--- config.mk ---
export PLATFORM = sky130hd
export DESIGN_NAME = datapath
export DESIGN_NICKNAME = d
export VERILOG_FILES = /design/src/rtl/datapath_pkg.sv /design/src/rtl/datapath_alu.sv /design/src/rtl/datapath.sv
export SDC_FILE = /design/constraint.sdc
export NUM_CORES = 1
export LEC_CHECK = 0
export ABC_AREA = 1
export ABC_CLOCK_PERIOD_IN_PS = 4740
export BUFFER_PORTS_ARGS = -buffer_cell sky130_fd_sc_hd__buf_2
export CELL_PAD_IN_SITES_DETAIL_PLACEMENT = 1
export CELL_PAD_IN_SITES_GLOBAL_PLACEMENT = 1
export CORE_UTILIZATION = 47
export DETAILED_ROUTE_END_ITERATION = 12
export PLACE_DENSITY = 0.92
export SLEW_MARGIN = 20
export SYNTH_ARGS = -nofsm -noshare
export SYNTH_HDL_FRONTEND = slang
export SYNTH_SLANG_ARGS = --single-unit
--- constraint.sdc ---
create_clock -name clock -period 4.74 [get_ports clock]
set_clock_uncertainty 0.1 [all_clocks]
set_input_delay 0.948 -clock clock [delete_from_list [all_inputs] [get_ports clock]]
set_output_delay 0.948 -clock clock [all_outputs]
set_load 0.005 [all_outputs]
--- src/rtl/datapath_pkg.sv ---
// Shared definitions for the datapath slice.
//   DATA_W   : bus/register width
//   RES_W    : ALU result / Z register width (two words)
//   alu_op_e : ALU operation selected from the op strobes
package datapath_pkg;

  localparam int unsigned DATA_W = 32;
  localparam int unsigned RES_W  = 2 * DATA_W;

  typedef enum logic [1:0] {
    OP_NONE = 2'd0,
    OP_INC  = 2'd1,
    OP_AND  = 2'd2,
    OP_ROL  = 2'd3
  } alu_op_e;

endpackage

--- src/rtl/datapath_alu.sv ---
// Combinational ALU for the datapath.
//   A  : first operand (Y register)
//   B  : second operand (current bus value)
//   op : operation to perform
//   C  : double-width result; the upper word is always zero
// Optional rotate-left is present only when DATAPATH_ROL_EN is defined.
module datapath_alu #(
  parameter int unsigned DATA_W = datapath_pkg::DATA_W
) (
  input  logic [DATA_W-1:0]    A,
  input  logic [DATA_W-1:0]    B,
  input  datapath_pkg::alu_op_e op,
  output logic [2*DATA_W-1:0]  C
);

  import datapath_pkg::*;

  logic [DATA_W-1:0] res;

`ifdef DATAPATH_ROL_EN
  localparam int unsigned SH_W = $clog2(DATA_W);

  logic [SH_W-1:0]   rot_amt;
  logic [DATA_W-1:0] rot_res;

  // A right shift by the full width yields zero, so amount 0 returns A unchanged.
  assign rot_amt = B[SH_W-1:0];
  assign rot_res = (A << rot_amt) | (A >> (DATA_W'(DATA_W) - DATA_W'(rot_amt)));
`endif

  // Low-word result; carry out of the increment is dropped.
  always_comb begin
    res = '0;
    case (op)
      OP_INC:  res = B + DATA_W'(1);
      OP_AND:  res = A & B;
`ifdef DATAPATH_ROL_EN
      OP_ROL:  res = rot_res;
`endif
      default: res = '0;
    endcase
  end

  assign C = {{DATA_W{1'b0}}, res};

endmodule

--- src/rtl/datapath.sv ---
// Single-bus CPU datapath: PC, IR, MAR, MDR, Y, Z and R1..R3 around one
// shared bus and an ALU.
//   clock, clear      : rising-edge clock, asynchronous active-low reset
//   Mdatain           : memory read data into the MDR input mux
//   PCout..R3out      : bus drive enables (priority PC highest, R3 lowest)
//   PCin..R3in        : register load enables
//   Read              : MDR source select (1 = Mdatain, 0 = bus)
//   IncPc, AND, [ROL] : ALU op strobes; any strobe also loads Z
//   BusMuxOut         : current bus value (combinational)
//   MAR_q, IR_q       : MAR and IR contents
// Build option: define DATAPATH_ROL_EN to add the ROL port and rotate op.
module datapath #(
  parameter int unsigned DATA_W = datapath_pkg::DATA_W
) (
  input  logic              clock,
  input  logic              clear,
  input  logic [DATA_W-1:0] Mdatain,
  input  logic              PCout,
  input  logic              Zhighout,
  input  logic              Zlowout,
  input  logic              MDRout,
  input  logic              R1out,
  input  logic              R2out,
  input  logic              R3out,
  input  logic              PCin,
  input  logic              IRin,
  input  logic              MARin,
  input  logic              MDRin,
  input  logic              Yin,
  input  logic              Zin,
  input  logic              R1in,
  input  logic              R2in,
  input  logic              R3in,
  input  logic              Read,
  input  logic              IncPc,
  input  logic              AND,
`ifdef DATAPATH_ROL_EN
  input  logic              ROL,
`endif
  output logic [DATA_W-1:0] BusMuxOut,
  output logic [DATA_W-1:0] MAR_q,
  output logic [DATA_W-1:0] IR_q
);

  import datapath_pkg::*;

  localparam int unsigned Z_W = 2 * DATA_W;

  logic [DATA_W-1:0] pc;
  logic [DATA_W-1:0] mdr;
  logic [DATA_W-1:0] y;
  logic [DATA_W-1:0] r1;
  logic [DATA_W-1:0] r2;
  logic [DATA_W-1:0] r3;
  logic [Z_W-1:0]    z;

  logic [DATA_W-1:0] mdr_next;
  logic [Z_W-1:0]    alu_c;
  alu_op_e           op;
  logic              rol_strobe;
  logic              z_load;

`ifdef DATAPATH_ROL_EN
  assign rol_strobe = ROL;
`else
  assign rol_strobe = 1'b0;
`endif

  // Bus source mux, fixed priority; idle bus reads zero.
  always_comb begin
    BusMuxOut = '0;
    if (PCout)         BusMuxOut = pc;
    else if (Zhighout) BusMuxOut = z[Z_W-1:DATA_W];
    else if (Zlowout)  BusMuxOut = z[DATA_W-1:0];
    else if (MDRout)   BusMuxOut = mdr;
    else if (R1out)    BusMuxOut = r1;
    else if (R2out)    BusMuxOut = r2;
    else if (R3out)    BusMuxOut = r3;
  end

  // Op strobe priority: IncPc, then AND, then ROL.
  always_comb begin
    op = OP_NONE;
    if (IncPc)           op = OP_INC;
    else if (AND)        op = OP_AND;
    else if (rol_strobe) op = OP_ROL;
  end

  assign z_load   = Zin | IncPc | AND | rol_strobe;
  assign mdr_next = Read ? Mdatain : BusMuxOut;

  datapath_alu #(
    .DATA_W (DATA_W)
  ) u_alu (
    .A  (y),
    .B  (BusMuxOut),
    .op (op),
    .C  (alu_c)
  );

  // Register file; a register driving the bus in the same cycle it loads
  // presents its old value and captures the new one at the edge.
  always_ff @(posedge clock or negedge clear) begin
    if (!clear) begin
      pc    <= '0;
      IR_q  <= '0;
      MAR_q <= '0;
      mdr   <= '0;
      y     <= '0;
      z     <= '0;
      r1    <= '0;
      r2    <= '0;
      r3    <= '0;
    end else begin
      if (PCin)   pc    <= BusMuxOut;
      if (IRin)   IR_q  <= BusMuxOut;
      if (MARin)  MAR_q <= BusMuxOut;
      if (MDRin)  mdr   <= mdr_next;
      if (Yin)    y     <= BusMuxOut;
      if (z_load) z     <= alu_c;
      if (R1in)   r1    <= BusMuxOut;
      if (R2in)   r2    <= BusMuxOut;
      if (R3in)   r3    <= BusMuxOut;
    end
  end

endmodule

==> impl_metrics.yaml <==
grt:
  overflow: 0
  grt_pass1_vias: 13703
  antenna_found_initial: 0
  grt_use_total: 0.323
  grt_pass1_wl_mm: 76.8
  grt_max_degree: 107
routing:
  wl_met3_mm: 3.43
  wl_mm: 47.8
  drc: 0
  wl_per_cell_microns: 21.4
  dr_wl_met2_mm: 21.8
  drtIter0Drc: 1258
  dr_total_vias: 12968
  vias_per_cell: 5.79
  highest_layer: "met4"
  wl_met1_mm: 20.9
  firstDrtPassIters: 6
  drt.antenna.violating_nets: 0
clock_network:
  post-cts-setup-buffers: 0
  ctsHoldBuffers: 0
  clockBufferDepth: 3
  clock-sinks: 288
  clk_pin_slew_ps: 60
  tritoncts: "built"
  clk_latency_ps: 560
  post_cts_resized: 0
  numCtsBuffers: 31
  root_buffer: "clkbuf_16"
  htreeDepth: 1
final_layout:
  drive_gt1_frac: 0.157
  regArea_sq_mm: 0.00721
  nNetsFinal: 1886
  antenna_cells: 0
  multi_input_area_sq_mm: 0.00569
  syn_to_final_growth_pct: 13.9
  n_fill_cell: 3520
synth:
  ys_seq_elements: 288
  synth_xor_area_frac: 0
  syn_nets: 1794
  yosysMostFrequentCell: "nand2_1"
  synth_area_leaders: "dfrtp_1 (52%), a21oi_1 (10%), nand2_1 (9.6%)"
  synth_cell_types: 33
  synthAdderAreaFrac: 0.000909
  postSynthCellCount: 1740
  ys_async_sr_fraction: 1.00
  ys_seq_area_frac: 0.524
  synth.top_cell.area_share: 0.524
  netlist_area_sq_mm: 0.0138
  synth_common_cells: "nand2_1 (352), nor2_1 (318), dfrtp_1 (288)"
  synth_area_leader_cell: "dfrtp_1"
  synth_compound_area_frac: 0.140
  synth_ff_type: "dfrtp_1"
  avgSynthCellArea_sq_um: 7.91
  synth_mux_area_frac: 0
  synth-edff-count: 0
  synth_top_family_by_area: "simple AND/OR/NAND/NOR gates"
  ys_warn_count: 0
  yosys.area_share.simple: 0.272
pwr:
  p_comb_frac: 0.173
  power_mw: 6.62
  power.internal_mw: 4.58
  power_frac_clock: 0.380
  power.switching_mw: 2.03
  power_density_mw_per_mm2: 422
  ir_worst_vdd_uv: 216
  pwr-share-seq: 0.448
  p_leak_nw: 7.33
  swShare: 0.308
floorplan:
  rows: 62
  die_h_microns: 173
  ios: 149
  die_w_microns: 173
  die_area_sq_mm: 0.0300
  coreArea_sq_mm: 0.0288
  start_util: 0.478
placement:
  dp_hpwl_mm: 32.3
  gp_congestion: 0.927
  portBuffers: 148
sta:
  setup_viol_count_final: 0
  fin_setup_tns_ps: 0
  fin_crit_ps: 3680
  hold_ws_ps: 215
  fmax_ghz: 0.272
  hold_viol: 0
  rsz0062_at_grt: "false"
  timing.final.crit_share: 0.777
  slew_headroom: 0.299
  drv_slew: 0
  worst_pin_slew_ps: 1050
job:
  max-cap-violations: 0
worst_setup_path:
  cp_max_fo: 38
  cp.arrival_ps: 2630
  critPathCaptureType: "output port"
  worstSetupPathType: "in -> out"
  critPathLaunchType: "input pin"
  cp.required_ps: 3690
worst_hold_path:
  hold_class: "in -> async"
run_status:
  status: "finished clean"
## layout make-up
cell class	count	share of cell area
sequential	288	0.460
clock buffer	41	0.0564
clock inverter	16	0.0105
timing repair buffer	162	0.0578
tap	384	0.0307
inverter	87	0.0213
multi-input combinational	1262	0.363
## per-layer routing
layer,GRT usage,vias up
li1,-,5818
met1,0.458,6492
met2,0.504,544
met3,0.0479,114
met4,0.124,0
met5,0,-
## final timing paths
path / from / endpoint / slack, ps / cells past startpoint
setup / recovery: R1out / BusMuxOut[29] / 1060 / 9
hold / removal: clear / mdr[25] / 210 / 1
setup reg to reg: r1[1] / z[28] / 2200 / 14
hold reg to reg: mdr[28] / mdr[28] / 390 / 2
max in group asynchronous: clear / r1[6] / 3300 / 2
min in group clock: mdr[28] / mdr[28] / 390 / 2
## cell usage in the layout (no fill, tap or decap), types with 2 or more instances in the layout
master      count
nor2_8          2
a21oi_1       279
clkinv_1        2
clkbuf_1        3
nand3_1       150
o211ai_1        2
bufinv_16       3
nor2_1        317
buf_4          16
nand2_4         8
clkinvlp_4      4
clkbuf_8        7
buf_12          3
nand2_2        37
nand2_1       352
inv_1          76
a31oi_1         6
nor2_4          3
clkbuf_16      31
buf_2         142
o21ai_1         5
clkinv_2        9
o21ai_0        81
dfrtp_1       288
nor2_2         10
a21oi_2         3
inv_2           7
## stage by stage
stage / util / std cells / cell area, sq um / worst slack [ps]
floorplan: - / 1740 / 13800 / 1880
global placement: 0.507 / 2183 / 14600 / 1130
detailed placement: 0.507 / 2183 / 14600 / 1070
CTS: 0.544 / 2240 / 15700 / 1100
global route: 0.544 / 2240 / 15700 / 970
finish: 0.544 / 2240 / 15700 / 1060
## kinds of logic (layout without fill, tap and decap cells)
group | after synthesis | after routing
DFF | 288 | 288
buffers and inverters | 190 | 306
adders and majority gates | 1 | 1
AOI/OAI and AO/OA | 378 | 378
and+or+nand+nor | 883 | 883
## flip-flops by register name, indices dropped and copies added, names as in the netlist
signal  count
IR_q       32
MAR_q      32
mdr        32
pc         32
r1         32
r2         32
r3         32
y          32
z          32
## critical path: stages
cell and delay (ps):
buf_2 390, buf_12 280, a21oi_1 60, nand2_1 150, nand3_1 90, nand2_1 160
nand2_1 70, nand2_1 270, buf_2 190
## power by group through the flow
| stage | clock [mW] | sequential (mW) | combinational (mW) |
|---|---|---|---|
| CTS | 2.53 | 2.96 | 1.13 |
| global placement | 0 | 2.97 | 1.06 |
| global route | 2.62 | 2.99 | 1.26 |
| detailed placement | 0 | 2.99 | 1.12 |
| floorplan | 0 | 2.94 | 0.662 |
| finish | 2.51 | 2.96 | 1.14 |
(Power assumes the default switching activity.)
